### config.mk
export PLATFORM = sky130hd
export DESIGN_NAME = uart_line_loader
export DESIGN_NICKNAME = d
export VERILOG_FILES = /design/src/rtl/uart_loader_pkg.sv /design/src/rtl/uart_line_loader.sv
export SDC_FILE = /design/constraint.sdc
export NUM_CORES = 2
export LEC_CHECK = 0
export BUFFER_PORTS_ARGS = -buffer_cell sky130_fd_sc_hd__buf_2
export CAP_MARGIN = 20
export CELL_PAD_IN_SITES_DETAIL_PLACEMENT = 1
export CELL_PAD_IN_SITES_GLOBAL_PLACEMENT = 2
export CORE_ASPECT_RATIO = 1.25
export CORE_UTILIZATION = 42
export CTS_BUF_LIST = sky130_fd_sc_hd__clkbuf_2
export DETAILED_ROUTE_END_ITERATION = 10
export GPL_TIMING_DRIVEN = 0
export PLACE_DENSITY_LB_ADDON = 0.1
export SLEW_MARGIN = 10
export SYNTH_ARGS = -nofsm -noshare
export SYNTH_HDL_FRONTEND = slang
export SYNTH_SLANG_ARGS = --single-unit
### constraint.sdc
create_clock -name i_CLK -period 25 [get_ports i_CLK]
set_input_delay 2.5 -clock i_CLK [delete_from_list [all_inputs] [get_ports i_CLK]]
set_output_delay 2.5 -clock i_CLK [all_outputs]
set_load 0.05 [all_outputs]
### src/rtl/uart_loader_pkg.sv
// Shared constants, FSM state type and hex decode helper for the UART line loader.
package uart_loader_pkg;

  localparam logic [7:0] CH_HASH = 8'h23;
  localparam logic [7:0] CH_PLUS = 8'h2B;
  localparam logic [7:0] CH_AT   = 8'h40;
  localparam logic [7:0] CH_CR   = 8'h0D;
  localparam logic [7:0] CH_LF   = 8'h0A;
  localparam logic [7:0] CH_SP   = 8'h20;

  typedef enum logic {
    S_DATA,
    S_ADDR
  } state_e;

  // Returns {valid, nibble}; accepts 0-9, A-F and a-f.
  function automatic logic [4:0] hex2nib(input logic [7:0] c);
    logic [4:0] r;
    r = '0;
    if (c >= 8'h30 && c <= 8'h39)      r = {1'b1, 4'(c - 8'h30)};
    else if (c >= 8'h41 && c <= 8'h46) r = {1'b1, 4'(c - 8'h37)};
    else if (c >= 8'h61 && c <= 8'h66) r = {1'b1, 4'(c - 8'h57)};
    return r;
  endfunction

endpackage

### src/rtl/uart_line_loader.sv
// ASCII-hex line loader: turns a uart_rx byte stream into line-wide BRAM writes.
module uart_line_loader
  import uart_loader_pkg::*;
#(
  parameter int unsigned LINE_BITS = 300,
  parameter int unsigned NUM_LINES = 608,
  parameter int unsigned ADDR_W    = 10
) (
  input  logic                 i_CLK,
  input  logic                 i_RST,
  input  logic                 i_RX_READY,
  input  logic [7:0]           i_RX_DATA,
  output logic                 o_WR_EN,
  output logic [ADDR_W-1:0]    o_WR_ADDR,
  output logic [LINE_BITS-1:0] o_WR_DATA,
  output logic [ADDR_W-1:0]    o_LINE_IDX,
  output logic [7:0]           o_ERR_CNT
);

  localparam int unsigned NIBBLES     = (LINE_BITS + 3) / 4;
  localparam int unsigned ADDR_DIGITS = (ADDR_W + 3) / 4;
  localparam int unsigned IDX_W       = $clog2(NIBBLES + 1);
  localparam int unsigned CNT_W       = $clog2(ADDR_DIGITS + 1);
  localparam int unsigned SHIFT_W     = 4 * ADDR_DIGITS;
  localparam int unsigned PB_W        = $clog2(LINE_BITS);

  state_e               state_q, state_d;
  logic                 rdy_prev_q, rdy_prev_d;
  logic [IDX_W-1:0]     nib_idx_q, nib_idx_d;
  logic [LINE_BITS-1:0] acc_q, acc_d;
  logic [SHIFT_W-1:0]   addr_q, addr_d;
  logic [CNT_W-1:0]     cnt_q, cnt_d;
  logic [ADDR_W-1:0]    line_q, line_d;
  logic [7:0]           err_q, err_d;
  logic                 wr_en_q, wr_en_d;
  logic [ADDR_W-1:0]    wr_addr_q, wr_addr_d;
  logic [LINE_BITS-1:0] wr_data_q, wr_data_d;

  logic                 take;
  logic [4:0]           hex;
  logic [3:0]           nib;
  logic                 err_inc;
  logic [IDX_W+1:0]     base;
  logic [SHIFT_W-1:0]   shifted;

  always_ff @(posedge i_CLK or posedge i_RST) begin
    if (i_RST) begin
      state_q    <= S_DATA;
      rdy_prev_q <= 1'b0;
      nib_idx_q  <= '0;
      acc_q      <= '0;
      addr_q     <= '0;
      cnt_q      <= '0;
      line_q     <= '0;
      err_q      <= '0;
      wr_en_q    <= 1'b0;
      wr_addr_q  <= '0;
      wr_data_q  <= '0;
    end else begin
      state_q    <= state_d;
      rdy_prev_q <= rdy_prev_d;
      nib_idx_q  <= nib_idx_d;
      acc_q      <= acc_d;
      addr_q     <= addr_d;
      cnt_q      <= cnt_d;
      line_q     <= line_d;
      err_q      <= err_d;
      wr_en_q    <= wr_en_d;
      wr_addr_q  <= wr_addr_d;
      wr_data_q  <= wr_data_d;
    end
  end

  always_comb begin
    state_d    = state_q;
    rdy_prev_d = i_RX_READY;
    nib_idx_d  = nib_idx_q;
    acc_d      = acc_q;
    addr_d     = addr_q;
    cnt_d      = cnt_q;
    line_d     = line_q;
    wr_en_d    = 1'b0;
    wr_addr_d  = wr_addr_q;
    wr_data_d  = wr_data_q;
    err_inc    = 1'b0;

    take    = i_RX_READY && !rdy_prev_q;
    hex     = hex2nib(i_RX_DATA);
    nib     = hex[3:0];
    base    = {nib_idx_q, 2'b00};
    shifted = (addr_q << 4) | SHIFT_W'(nib);

    if (take) begin
      unique case (state_q)
        S_DATA: begin
          if (hex[4]) begin
            if (nib_idx_q == IDX_W'(NIBBLES)) begin
              err_inc = 1'b1;
            end else begin
              // Bits of the last nibble that fall past LINE_BITS are dropped.
              for (int unsigned b = 0; b < 4; b++) begin
                if (32'(base) + b < LINE_BITS)
                  acc_d[PB_W'(32'(base) + b)] = nib[b[1:0]];
              end
              nib_idx_d = nib_idx_q + 1'b1;
            end
          end else begin
            case (i_RX_DATA)
              CH_HASH: begin
                line_d    = '0;
                nib_idx_d = '0;
                acc_d     = '0;
              end
              CH_PLUS: begin
                wr_en_d   = 1'b1;
                wr_addr_d = line_q;
                wr_data_d = acc_q;
                line_d    = (line_q == ADDR_W'(NUM_LINES - 1)) ? '0 : line_q + 1'b1;
                nib_idx_d = '0;
                acc_d     = '0;
              end
              CH_AT: begin
                state_d = S_ADDR;
                addr_d  = '0;
                cnt_d   = '0;
              end
              CH_CR, CH_LF, CH_SP: ;
              default: err_inc = 1'b1;
            endcase
          end
        end
        S_ADDR: begin
          if (hex[4]) begin
            addr_d = shifted;
            if (cnt_q == CNT_W'(ADDR_DIGITS - 1)) begin
              state_d = S_DATA;
              if (32'(shifted) < NUM_LINES) begin
                line_d    = ADDR_W'(shifted);
                nib_idx_d = '0;
                acc_d     = '0;
              end else begin
                err_inc = 1'b1;
              end
            end else begin
              cnt_d = cnt_q + 1'b1;
            end
          end else begin
            err_inc = 1'b1;
            state_d = S_DATA;
          end
        end
        default: state_d = S_DATA;
      endcase
    end

    err_d = (err_inc && err_q != 8'hFF) ? err_q + 8'd1 : err_q;
  end

  assign o_WR_EN    = wr_en_q;
  assign o_WR_ADDR  = wr_addr_q;
  assign o_WR_DATA  = wr_data_q;
  assign o_LINE_IDX = line_q;
  assign o_ERR_CNT  = err_q;

endmodule

==> summary.md <==
| Metric | Value |
|---|---|
| Clock Path Buffers | 3 |
| # IOs | between 300 and 400 |
| CP delay by family, top | buffers and inverters |
| DRT iter0 DRCs | approximately 950 |
| Slew Limit Fails | 0 |
| Die width | ~220 um |
| Worst Path Required | about 26000 ps |
| Number of max-cap violations | 0 |
| Fmax achieved | ~180 MHz |
| WP buf/inv | 6 |
| Post CTS Setup Buffer Count | 0 |
| Synth Flop Type | dfrtp_1 |
| Initial antenna violation count | 1 |
| Largest net degree at the start of global routing | between 100 and 150 |
| Worst hold start | acc_q[188] |
| Final clock skew | between 70 and 80 ps |
| Crit path cell chain | buf_2, inv_1, ha_1, o21bai_1, a2111oi_4, or2_1, buf_6, ha_1, clkbuf_1, clkbuf_1, clkbuf_1, o21ai_0, nand2_1, a22o_1 |
| Hold Path Stages | 1 |
| Chip height | ~280 um |
| Reg-to-reg endpoint | acc_q[164] |
| Mapped Area | roughly 26000 um2 |
| Top Metal Used | met4 |
| Final hold vios | 0 |
| Number of synthesized flops with an enable pin | 0 |
| Critical Path Sink Type | flip-flop |
| Synth cell types | 63 |
| DR DRC count | 0 |
| Status | complete, no violations |
| Register area share after synthesis | 0.623 |
| Dpl hpwl | 55300 um |
| Pwr Density | 62.9 nW/um2 |
| Cell mode on critical path | clkbuf_1 |
| WHS Endpoint | o_WR_DATA[188] |
| Initial Util | 0.426 |
| Final worst-path cycle share | 0.217 |
| Vias post-DR | ~18000 |
| Final min period | around 5400 ps |
| Final Routed Wirelength | slightly below 80000 um |
| Cells after Synth | slightly below 2000 |
| Met2 wire len | 39500 um |
| # rows | approximately 100 |
| Via density | between 5 and 6 |
| Post-synth ARST share | 1.00 |
| CTS tree | yes |
| Max VDD drop | 0.0364 mV |
| RR Startpoint | state_q |
| Root Driver | clkbuf_2 |
| Register-to-register setup slack | 21240 ps |
| IO buf count | 338 |
| Core Area | 61000 um2 |
| Pre-CTS setup slack | approximately 18000 ps |
| CP startpoint kind | input port |
| All-Layer GR Usage | 0.258 |
| Main combinational cell family by area after synthesis | compound AO/OA/AOI/OAI gates |
| Max incr delay on CP | ~830 ps |
| Simple-gate share of the synthesized area | 0.0746 |
| Worst hold path class | flip-flop to flip-flop |
| Metal3 WL | just under 4000 um |
| Hold-fix buffers, CTS | 0 |
| Multiplexer area fraction after synthesis | 0.135 |
| Rel. slew slack | 0.268 |
| WL/cell | between 20 and 25 um |
| Clk slew on worst S/H paths | 120 ps |
| Worst Slack Setup Final | 19560 ps |
| Xor/xnor share of the synthesized area | 0.00269 |
| First-pass GRT wire length | between 100000 and 150000 um |
| # H-tree levels | 4 |
| Register-to-Register Path Depth | 9 |
| Crit-path slowest cell | clkbuf_1 |
| Crit path kind | input port to flip-flop |
| Share of layout cells above drive strength 1 | 0.384 |
| Synth warnings | 0 |
| WP data arrival | between 6000 and 7000 ps |
| Overflow after GRT | 0 |
| RePlAce Congestion | 0.814 |
| Die ar. | about 63000 um2 |
| Post-route ant nets | 0 |
| P&R area growth vs syn | 17.2% |
| RSZ-0062 raised after global routing | no |
| Worst skew pair latency | approximately 1300 ps |
| Wire length on met1 | approximately 34000 um |
| Slew @ Worst Pin | approximately 1100 ps |
| Total clock sinks | between 600 and 700 |
| Vias in the first global route | between 15000 and 20000 |
| Syn Nets | 1948 |
| Worst-path maximum fanout | 10 |
| Adder-Cell Fraction of Synth Area | 0.00529 |
| TritonCTS Buffers | roughly 160 |
| Resized cells post-CTS | 0 |
| Leak | roughly 15 nW |
| Flops & latches, synth | 648 |
| Final net count | 2466 |
| Final setup violation count | 0 |
| Syn Area/Cell | around 14 um2 |
| First-pass DRT Iterations | 5 |
| Synth Area in Compound Gates | 0.137 |
| Post-Route Utilization | 0.499 |
cells in the mapped netlist (11+ instances only):
master	n	area share
clkbuf_1	79	0.011
nor2_1	35	0.0050
nand2_1	217	0.031
nand3_1	89	0.017
mux2_2	311	0.13
buf_1	13	0.0019
dfrtp_1	648	0.62
nor3b_1	12	0.0035
a22o_1	82	0.028
o21ai_0	45	0.0087
a21oi_1	11	0.0021
o2bb2ai_2	40	0.023
o2bb2ai_1	187	0.063
ha_1	11	0.0053
nor3_1	13	0.0025
buf_2	13	0.0025
sequential cells by signal, summed over array words and instances (netlist names):
register,count
state_q,1
acc_q,300
cnt_q,2
o_WR_EN,1
o_WR_DATA,300
addr_q,8
o_LINE_IDX,10
rdy_prev_q,1
o_WR_ADDR,10
o_ERR_CNT,8
nib_idx_q,7
logic make-up (layout without fill, tap and decap cells):
kind of cell,count (synthesis),in the layout
flip-flops,648,648
other,0,1
multiplexers,313,313
XOR/XNOR,8,8
adder cells (fa/ha/maj),11,11
AO/OA/AOI/OAI,399,399
buffers and inverters,126,757
AND/OR/NAND/NOR,421,421
power breakdown:
group | switching, W | internal, W | leakage (nW) | total [W]
Combinational | 0.000100 | 0.0000298 | 5.36 | 0.000130
Sequential | 0.0000116 | 0.00106 | 9.04 | 0.00107
Clock | 0.000439 | 0.000281 | 1.08 | 0.000720
layer usage:
metal / global-route usage / vias up
met2: 0.427 / 438
met5: 0 / -
met3: 0.0606 / 117
met4: 0.101 / 0
li1: - / 8201
met1: 0.328 / 9593
how the worst max path moves through the flow:
stage	slack, ps	startpoint	cells after the start	end
after floorplan	4340	i_RST	1	acc_q[0]
after global placement	-2190	i_RST	2	o_WR_DATA[215]
after detailed placement	18250	i_RX_DATA[1]	15	acc_q[123]
after CTS	19730	i_RX_DATA[1]	15	acc_q[299]
after global routing	19430	i_RX_DATA[1]	15	acc_q[299]
final	19560	i_RX_DATA[0]	14	acc_q[11]
per-stage QoR:
stage                     power [W]  setup TNS [ps]  instances  hold slack, ps  instance area, um2
after floorplan             0.00116               0       1926             452               26000
after global placement      0.00121        -1352620       3088             466               28700
after detailed placement    0.00122               0       3103             470               29000
after CTS                   0.00195               0       3381             485               30500
after global routing        0.00200               0       3382             503               30500
final                       0.00192               0       3382             493               30500
worst register-to-register path, delay by kind of cell, from the launching register on:
kind	cells	cell delay (ps)
flops	1	550
simple gates	2	420
fa+ha+maj	1	360
compound gates	2	650
buf+inv	4	1630
final cells by class:
class | count | area [um2]
Antenna cell | 1 | 2.50
Buffer | 116 | 531
Clock buffer | 221 | 1110
Clock inverter | 57 | 343
Fill cell | 6527 | 30600
Inverter | 10 | 45.0
Multi-Input combinational cell | 1152 | 9270
Sequential cell | 648 | 16200
Tap cell | 824 | 1030
Timing Repair Buffer | 353 | 1950
placed cells by master, fill, tap and decap left out, types with 5 or more instances in the layout:
cell	n
o2bb2ai_1	187
o21ai_0	45
buf_1	13
a22o_1	82
mux2_2	311
nand3_1	89
nor3b_1	10
nor4_1	6
and3_1	7
clkinv_2	8
buf_16	6
dfrtp_1	648
clkbuf_2	221
buf_2	351
ha_1	11
nor3_1	11
nand2_1	217
clkinv_1	42
inv_1	8
nor2_1	34
o2bb2ai_2	40
a21oi_1	11
nand2b_1	10
buf_4	5
and2_1	5
clkbuf_1	79
buf_6	14
xor2_1	8
Note: power is estimated with default switching activity, not from simulation.
